--- src/rtl/decode_stage.sv ---
// decode_stage: registered RV32I decode between fetch and execute.
// Decodes the opcode into a one-hot format type and extracts the register
// and function fields. A two-entry skid buffer, made of the output register
// and one skid register, gives full throughput. o_in_ready is itself a
// register, so there is no combinational path from i_ready to o_in_ready.
// Optional feature macro: DECODE_ILLEGAL_CHECK_EN. When it is defined,
// o_illegal flags unrecognised opcodes. When it is not defined, o_illegal
// is tied low.
module decode_stage #(
  parameter int unsigned PC_WIDTH    = 32,
  parameter bit          ZERO_UNUSED = 1'b1
) (
  input  logic                i_clk,
  input  logic                i_rst,
  input  logic                i_valid,
  output logic                o_in_ready,
  input  logic [31:0]         i_inst,
  input  logic [PC_WIDTH-1:0] i_pc,
  input  logic                i_flush,
  output logic                o_valid,
  input  logic                i_ready,
  output logic [31:0]         o_inst,
  output logic [PC_WIDTH-1:0] o_pc,
  output logic [5:0]          o_type,
  output logic [4:0]          o_rd,
  output logic [4:0]          o_rs1,
  output logic [4:0]          o_rs2,
  output logic [2:0]          o_funct3,
  output logic [6:0]          o_funct7,
  output logic                o_illegal
);

  localparam int unsigned INST_W = 32;
  localparam int unsigned TYPE_W = 6;
  localparam int unsigned REG_W  = 5;

  typedef struct packed {
    logic [INST_W-1:0]   inst;
    logic [PC_WIDTH-1:0] pc;
    logic [TYPE_W-1:0]   fmt;
    logic [REG_W-1:0]    rd;
    logic [REG_W-1:0]    rs1;
    logic [REG_W-1:0]    rs2;
    logic [2:0]          funct3;
    logic [6:0]          funct7;
    logic                illegal;
  } payload_t;

  payload_t dec;
  payload_t out_q, out_d;
  payload_t skid_q, skid_d;
  logic     out_valid_q, out_valid_d;
  logic     skid_valid_q, skid_valid_d;
  logic     in_ready_q, in_ready_d;
  logic     accept;
  logic     transfer;

  assign accept   = i_valid & in_ready_q;
  assign transfer = out_valid_q & i_ready;

  // Combinational decode of the incoming word
  always_comb begin
    dec        = '0;
    dec.inst   = i_inst;
    dec.pc     = i_pc;
    dec.rd     = i_inst[11:7];
    dec.rs1    = i_inst[19:15];
    dec.rs2    = i_inst[24:20];
    dec.funct3 = i_inst[14:12];
    dec.funct7 = i_inst[31:25];
    case (i_inst[6:0])
      7'b0110011:                       dec.fmt = 6'b000001;
      7'b0010011, 7'b0000011, 7'b1100111,
      7'b1110011, 7'b0001111:           dec.fmt = 6'b000010;
      7'b0100011:                       dec.fmt = 6'b000100;
      7'b1100011:                       dec.fmt = 6'b001000;
      7'b0110111, 7'b0010111:           dec.fmt = 6'b010000;
      7'b1101111:                       dec.fmt = 6'b100000;
      default:                          dec.fmt = 6'b000000;
    endcase
    if (ZERO_UNUSED) begin
      if (dec.fmt[4] | dec.fmt[5])              dec.rs1 = '0;
      if (dec.fmt[1] | dec.fmt[4] | dec.fmt[5]) dec.rs2 = '0;
      if (dec.fmt[2] | dec.fmt[3])              dec.rd  = '0;
    end
`ifdef DECODE_ILLEGAL_CHECK_EN
    dec.illegal = (dec.fmt == '0);
`else
    dec.illegal = 1'b0;
`endif
  end

  // Skid-buffer next state; a flush drops everything, including this cycle's input
  always_comb begin
    out_d        = out_q;
    skid_d       = skid_q;
    out_valid_d  = out_valid_q;
    skid_valid_d = skid_valid_q;
    if (i_flush) begin
      out_valid_d  = 1'b0;
      skid_valid_d = 1'b0;
    end else if (!out_valid_q || transfer) begin
      if (skid_valid_q) begin
        out_d        = skid_q;
        out_valid_d  = 1'b1;
        skid_valid_d = 1'b0;
      end else if (accept) begin
        out_d       = dec;
        out_valid_d = 1'b1;
      end else begin
        out_valid_d = 1'b0;
      end
    end else if (accept) begin
      skid_d       = dec;
      skid_valid_d = 1'b1;
    end
    in_ready_d = !skid_valid_d;
  end

  // State registers with synchronous reset
  always_ff @(posedge i_clk) begin
    if (i_rst) begin
      out_q        <= '0;
      skid_q       <= '0;
      out_valid_q  <= 1'b0;
      skid_valid_q <= 1'b0;
      in_ready_q   <= 1'b1;
    end else begin
      out_q        <= out_d;
      skid_q       <= skid_d;
      out_valid_q  <= out_valid_d;
      skid_valid_q <= skid_valid_d;
      in_ready_q   <= in_ready_d;
    end
  end

  assign o_in_ready = in_ready_q;
  assign o_valid    = out_valid_q;
  assign o_inst     = out_q.inst;
  assign o_pc       = out_q.pc;
  assign o_type     = out_q.fmt;
  assign o_rd       = out_q.rd;
  assign o_rs1      = out_q.rs1;
  assign o_rs2      = out_q.rs2;
  assign o_funct3   = out_q.funct3;
  assign o_funct7   = out_q.funct7;
  assign o_illegal  = out_q.illegal;

endmodule

--- config.mk ---
export PLATFORM = sky130hd
export DESIGN_NAME = decode_stage
export DESIGN_NICKNAME = d
export VERILOG_FILES = /design/src/rtl/decode_stage.sv
export SDC_FILE = /design/constraint.sdc
export NUM_CORES = 1
export LEC_CHECK = 0
export ABC_CLOCK_PERIOD_IN_PS = 2100
export BUFFER_PORTS_ARGS = -buffer_cell sky130_fd_sc_hd__clkbuf_2
export CORE_MARGIN = 2
export CORE_UTILIZATION = 40
export CTS_CLUSTER_SIZE = 28
export DETAILED_ROUTE_END_ITERATION = 6
export PLACE_DENSITY_LB_ADDON = 0.1
export SLEW_MARGIN = 20
export SYNTH_ARGS = -nofsm -noshare
export SYNTH_HDL_FRONTEND = slang
export SYNTH_SLANG_ARGS = --single-unit
--- constraint.sdc ---
create_clock -name i_clk -period 2.1 [get_ports i_clk]
set_input_delay 0.42 -clock i_clk [delete_from_list [all_inputs] [get_ports i_clk]]
set_output_delay 0.42 -clock i_clk [all_outputs]
set_load 0.02 [all_outputs]
Word-level counts from Yosys, hierarchy flattened
Index checks and enable logic that the tools add are counted.

Register bits: 194. Input port bits: 69. Output and inout bits: 98. Logic and storage cells: 59.

Eq/ne operators: 11. Muxes and demuxes: 11. Bitwise gates (word level): 8. Reductions and logical operators: 9.

Operators with widths (count): $mux W96 (2); $pmux W6 S6 (1); $eq A7 B7 Y1 const B (4); $eq A7 B6 Y1 const B (3); $mux W5 (3); $eq A7 B5 Y1 const B (2); $eq A7 B2 Y1 const B (1); $eq A7 B4 Y1 const B (1); $reduce_and A3 Y1 (2); $mux W1 (5); $reduce_or A5 Y1 (1); $or A1 B1 Y1 (4); $reduce_or A2 Y1 (2); $and A1 B1 Y1 (2); $logic_not A1 Y1 (2); $not A1 Y1 (2); $reduce_bool A2 Y1 (1); $logic_or A1 B1 Y1 (1).

Depth between registers and ports, before layout
Depth in word-level cells: 8. Gate-level depth with buffers: 7. Gate-level depth less buffers: 5.

Worst setup path before layout
No wires, ideal clock.

Path type: register to register. Start point: register out_valid_q (netlist: o_valid). End point: register skid_q[26] (netlist name). Setup time: 128 ps. Arrival time: 1550 ps. Required time: 1972 ps. Path slack: 423 ps. Stages on the path, launching flop included: 8. Path buffers: 3. Clock period less this slack: 1677 ps. Cells stage by stage: dfxtp_1 > nand2b_4 > or3_1 > clkbuf_1 > buf_2 > buf_2 > a21oi_1 > nor2_1.

Cells in the longest elaborated chain, start to end: 4. Elaborated cells between the ends (all ways): 5. Those cells by class: bitwise (2); reduce/logical (3).

RTL lines: start: declaration (RTL line 52) `logic out_valid_q, out_valid_d;`; start signal: assignment (RTL line 131) `out_valid_q <= out_valid_d;`; $and A1 B1 Y1 / $logic_not A1 Y1 (equally long branches) (RTL line 59, 102); $logic_or A1 B1 Y1 * (RTL line 102) `end else if (!out_valid_q || transfer) begin`; $not A1 Y1 (no source line) *; $reduce_and A3 Y1 (no source line) *; end signal: assignment (RTL line 130) `skid_q <= skid_d;`; end: declaration (RTL line 51) `payload_t skid_q, skid_d;`.

Mark *: on every way between the ends. The rest lies on a longest branch, timed or not. A chain may end at the register's enable or synchronous reset.

Final worst setup path
Start point: register out_valid_q (netlist: o_valid). End point: register out_q (netlist bit o_rs2[3]).

Cells in the longest elaborated chain, start to end: 3. Elaborated cells between the ends (all ways): 4. Those cells by class: bitwise (1); reduce/logical (3).

RTL lines: $and A1 B1 Y1 / $logic_not A1 Y1 (equally long branches) (RTL line 59, 102); $logic_or A1 B1 Y1 * (RTL line 102); $reduce_and A3 Y1 (no source line) *; end signal: assignment (RTL line 129) `out_q <= out_d;`; end: declaration (RTL line 50) `payload_t out_q, out_d;`.

Marks and branches as above.

==> out/results.tsv <==
stage	metric	value	unit
pwr	P per Cell Area	867	mW/mm^2
pwr	Switching Fraction	25.0	%
worst_setup_path	Crit Path Max Fanout	19	
pwr	Int Pwr	5.62	mW
clock_tree	cts hold-fix bufs	0	
worst_setup_path	Worst EP arrival	1.97	ns
worst_setup_path	CP delay by family, top	simple AND/OR/NAND/NOR gates	
synth	Mapped Area	0.00698	mm^2
clock_tree	CTS H-tree lvls	4	
synth	Syn Area/Cell	8.68	um^2
synth	Yosys cell types	40	
timing	Max Freq	613	MHz
timing	RSZ-0062 raised after global routing	false	
global_route	total track usage	18.3	%
floorplanning	core area	0.0172	mm^2
pwr	combinational share of power	10.6	%
placed_design	DP Area	0.00803	mm^2
worst_setup_path	CP max-delay cell	dfxtp_1	
clock_tree	Clock transition at path regs	0.07	ns
cells_and_area	area grow syn2layout	23.6	%
synth	syn_nets	874	
status	outcome	completed	
pwr	Sw Pwr	1.87	mW
clock_tree	TritonCTS clock tree	done	
synth	EDFF count, synth	0	
synth	Seq/Total Area, Yosys	49.6	%
detailed_routing	ANT nets after route	0	
worst_setup_path	CP required	2.44	ns
clock_tree	PostCTS Resize Cnt	0	
cells_and_area	final net count	1003	
clock_tree	CTS Buf Count	17	
clock_tree	buffer count from post-CTS setup fixing	0	
detailed_routing	DRC	0	
pwr	register share of total power	46.5	%
cells_and_area	fraction of layout cells with a size suffix above 1	24.3	%
placed_design	placer congestion estimate	0.716	
detailed_routing	final WL	16900	um
clock_tree	Worst-Skew Late Latency	0.42	ns
synth	Yosys Warn Count	0	
timing	Setup-failing EPs final	0	
detailed_routing	per-cell routed wire length	14.4	um
timing	Final Hold Viols	0	
timing	Setup TNS	0	ns
synth	synth top area cells	dfxtp_1, mux2i_1, nand2_1	
detailed_routing	DR vias	5898	
placed_design	DP HPWL	11300	um
run	Max-Cap Viols	0	
floorplanning	# IOs	167	
floorplanning	die extent in y	136	um
pwr	leakage power	3.26	nW
floorplanning	Die Area	0.0185	mm^2
placed_design	Place WS	0.273	ns
global_route	first-pass GRT wire length	27300	um
detailed_routing	vias per cell	5.03	
detailed_routing	DR iter-0 viols	264	
synth	leading area contributor after synthesis	dfxtp_1	
synth	synth cell count leaders	dfxtp_1, nand2_1, a21oi_1	
timing	Max Transition Viols Final	0	
pwr	maximum VDD drop	0.569	mV
global_route	largest net degree at the start of global routing	68	
synth	ys async rst share	0	%
synth	register bit total from synthesis	173	
detailed_routing	drt pass-1 iters	4	
floorplanning	Die W	136	um
clock_tree	CTS root buf	clkbuf_16	
synth	ys flop type	dfxtp_1	
timing	final worst path period share	77.6	%
worst_setup_path	Buf/Inv on CP	1	
cells_and_area	Final Instance Area	0.00863	mm^2
pwr	Clk pwr share	43.0	%
global_route	via count of the first global-routing pass	5504	
cells_and_area	ANT cells	0	
global_route	initial antenna violation count	0	
synth	top-count cell post-synth	dfxtp_1	
placed_design	IO buf count	165	
synth	Synth top area share	49.6	%
clock_tree	CTS max path bufs	2	
timing	post-route setup slack	0.470	ns
timing	clk_skew	0.00789	ns
timing	Tmin final	1.63	ns
global_route	Overflow after GRT	0	
worst_setup_path	CP Cell Sequence	nor2b_1 -> or3_1 -> buf_4 -> nor2_1 -> nand3_2 -> o22ai_1	
worst_setup_path	worst setup path category	flip-flop to flip-flop	
synth	Gate Count Post-Synth	805	
clock_tree	CTS sink cnt	173	
worst_setup_path	Crit. End Element	flip-flop	
floorplanning	row cnt	48	
floorplanning	Starting Density	40.7	%
worst_setup_path	crit path launch type	flip-flop	
worst_setup_path	CP peak stage delay	0.35	ns
min_path	Hold Path Class	input pin to flip-flop	
## final cells by class
cell class,instances,area [um^2]
Clock inverter,9,108
Sequential cell,173,3470
Tap cell,225,282
Multi-Input combinational cell,548,3130
Clock buffer,23,499
Timing Repair Buffer,187,1120
Inverter,7,26.3
Fill cell,1738,8540
## worst register-to-register path: stages, from the launching register on
cell and delay, ns:
dfxtp_1 0.35, nor2b_1 0.18, or3_1 0.35, buf_4 0.21, nor2_1 0.14, nand3_2 0.14
o22ai_1 0.18
## cell families (layout without fill, tap and decap cells)
kind of cell           count (synthesis)  count (layout)  share of synthesized area [%]
multiplexers                          65              65                           9.32
flip-flops                           173             173                           49.6
buffers and inverters                 84             226                           5.86
other                                  1               1                         0.0537
AO/OA/AOI/OAI                        182             182                           16.8
AND/OR/NAND/NOR                      300             300                           18.3
## flip-flops by register name (all words and copies together), names as in the netlist, 5 cells and up
signal	cells
o_rs2	5
o_inst	32
o_rs1	5
o_rd	5
skid_q	85
o_type	6
o_pc	32
## metrics by stage
| step | hold WS [ns] | util (%) | power [mW] | instances |
|---|---|---|---|---|
| 2_1_floorplan | 0.432 | - | 4.04 | 805 |
| 3_3_place_gp | 0.440 | 46.7 | 4.35 | 1140 |
| 3_5_place_dp | 0.443 | 46.7 | 4.35 | 1140 |
| 4_1_cts | 0.215 | 50.3 | 7.56 | 1172 |
| 5_1_grt | 0.229 | 50.3 | 7.78 | 1172 |
| 6_report | 0.225 | 50.3 | 7.48 | 1172 |
## layout by cell type (no fill, tap or decap), drive strengths merged, types with 6 or more instances in the layout
cell    instances
clkbuf        187
dfxtp         173
nand2         158
a21oi          92
nor2           88
a211oi         67
mux2i          65
buf            23
nor3           17
nand3          12
a221oi         10
inv             7
and3            6
## power groups by stage
stage	combinational (mW)	clock, mW	sequential (mW)
after global placement	0.800	0	3.55
final	0.791	3.22	3.48
after CTS	0.804	3.28	3.48
after floorplan	0.362	0	3.68
after detailed placement	0.803	0	3.55
after global routing	0.872	3.42	3.49
## worst paths after layout
kind | slack (ns) | to | from | cells after the start
setup / recovery | 0.47 | o_rs2[3] | o_valid | 6
hold / removal | 0.22 | skid_q[78] | i_inst[14] | 3
setup reg to reg | 0.47 | o_rs2[3] | o_valid | 6
hold reg to reg | 0.45 | skid_q[14] | skid_q[14] | 2
## metal layers
| metal | up-vias | share of wire, % | track usage, % | wire (um) |
|---|---|---|---|---|
| met3 | 13 | 6.2 | 5.18 | 1050 |
| met5 | - | 0 | 0 | 0 |
| met1 | 2733 | 47 | 24.4 | 7960 |
| met4 | 0 | 1.0 | 5.67 | 176 |
| li1 | 3030 | - | - | - |
| met2 | 122 | 46 | 28.9 | 7730 |
No activity file was read; power rests on OpenSTA's default activity.
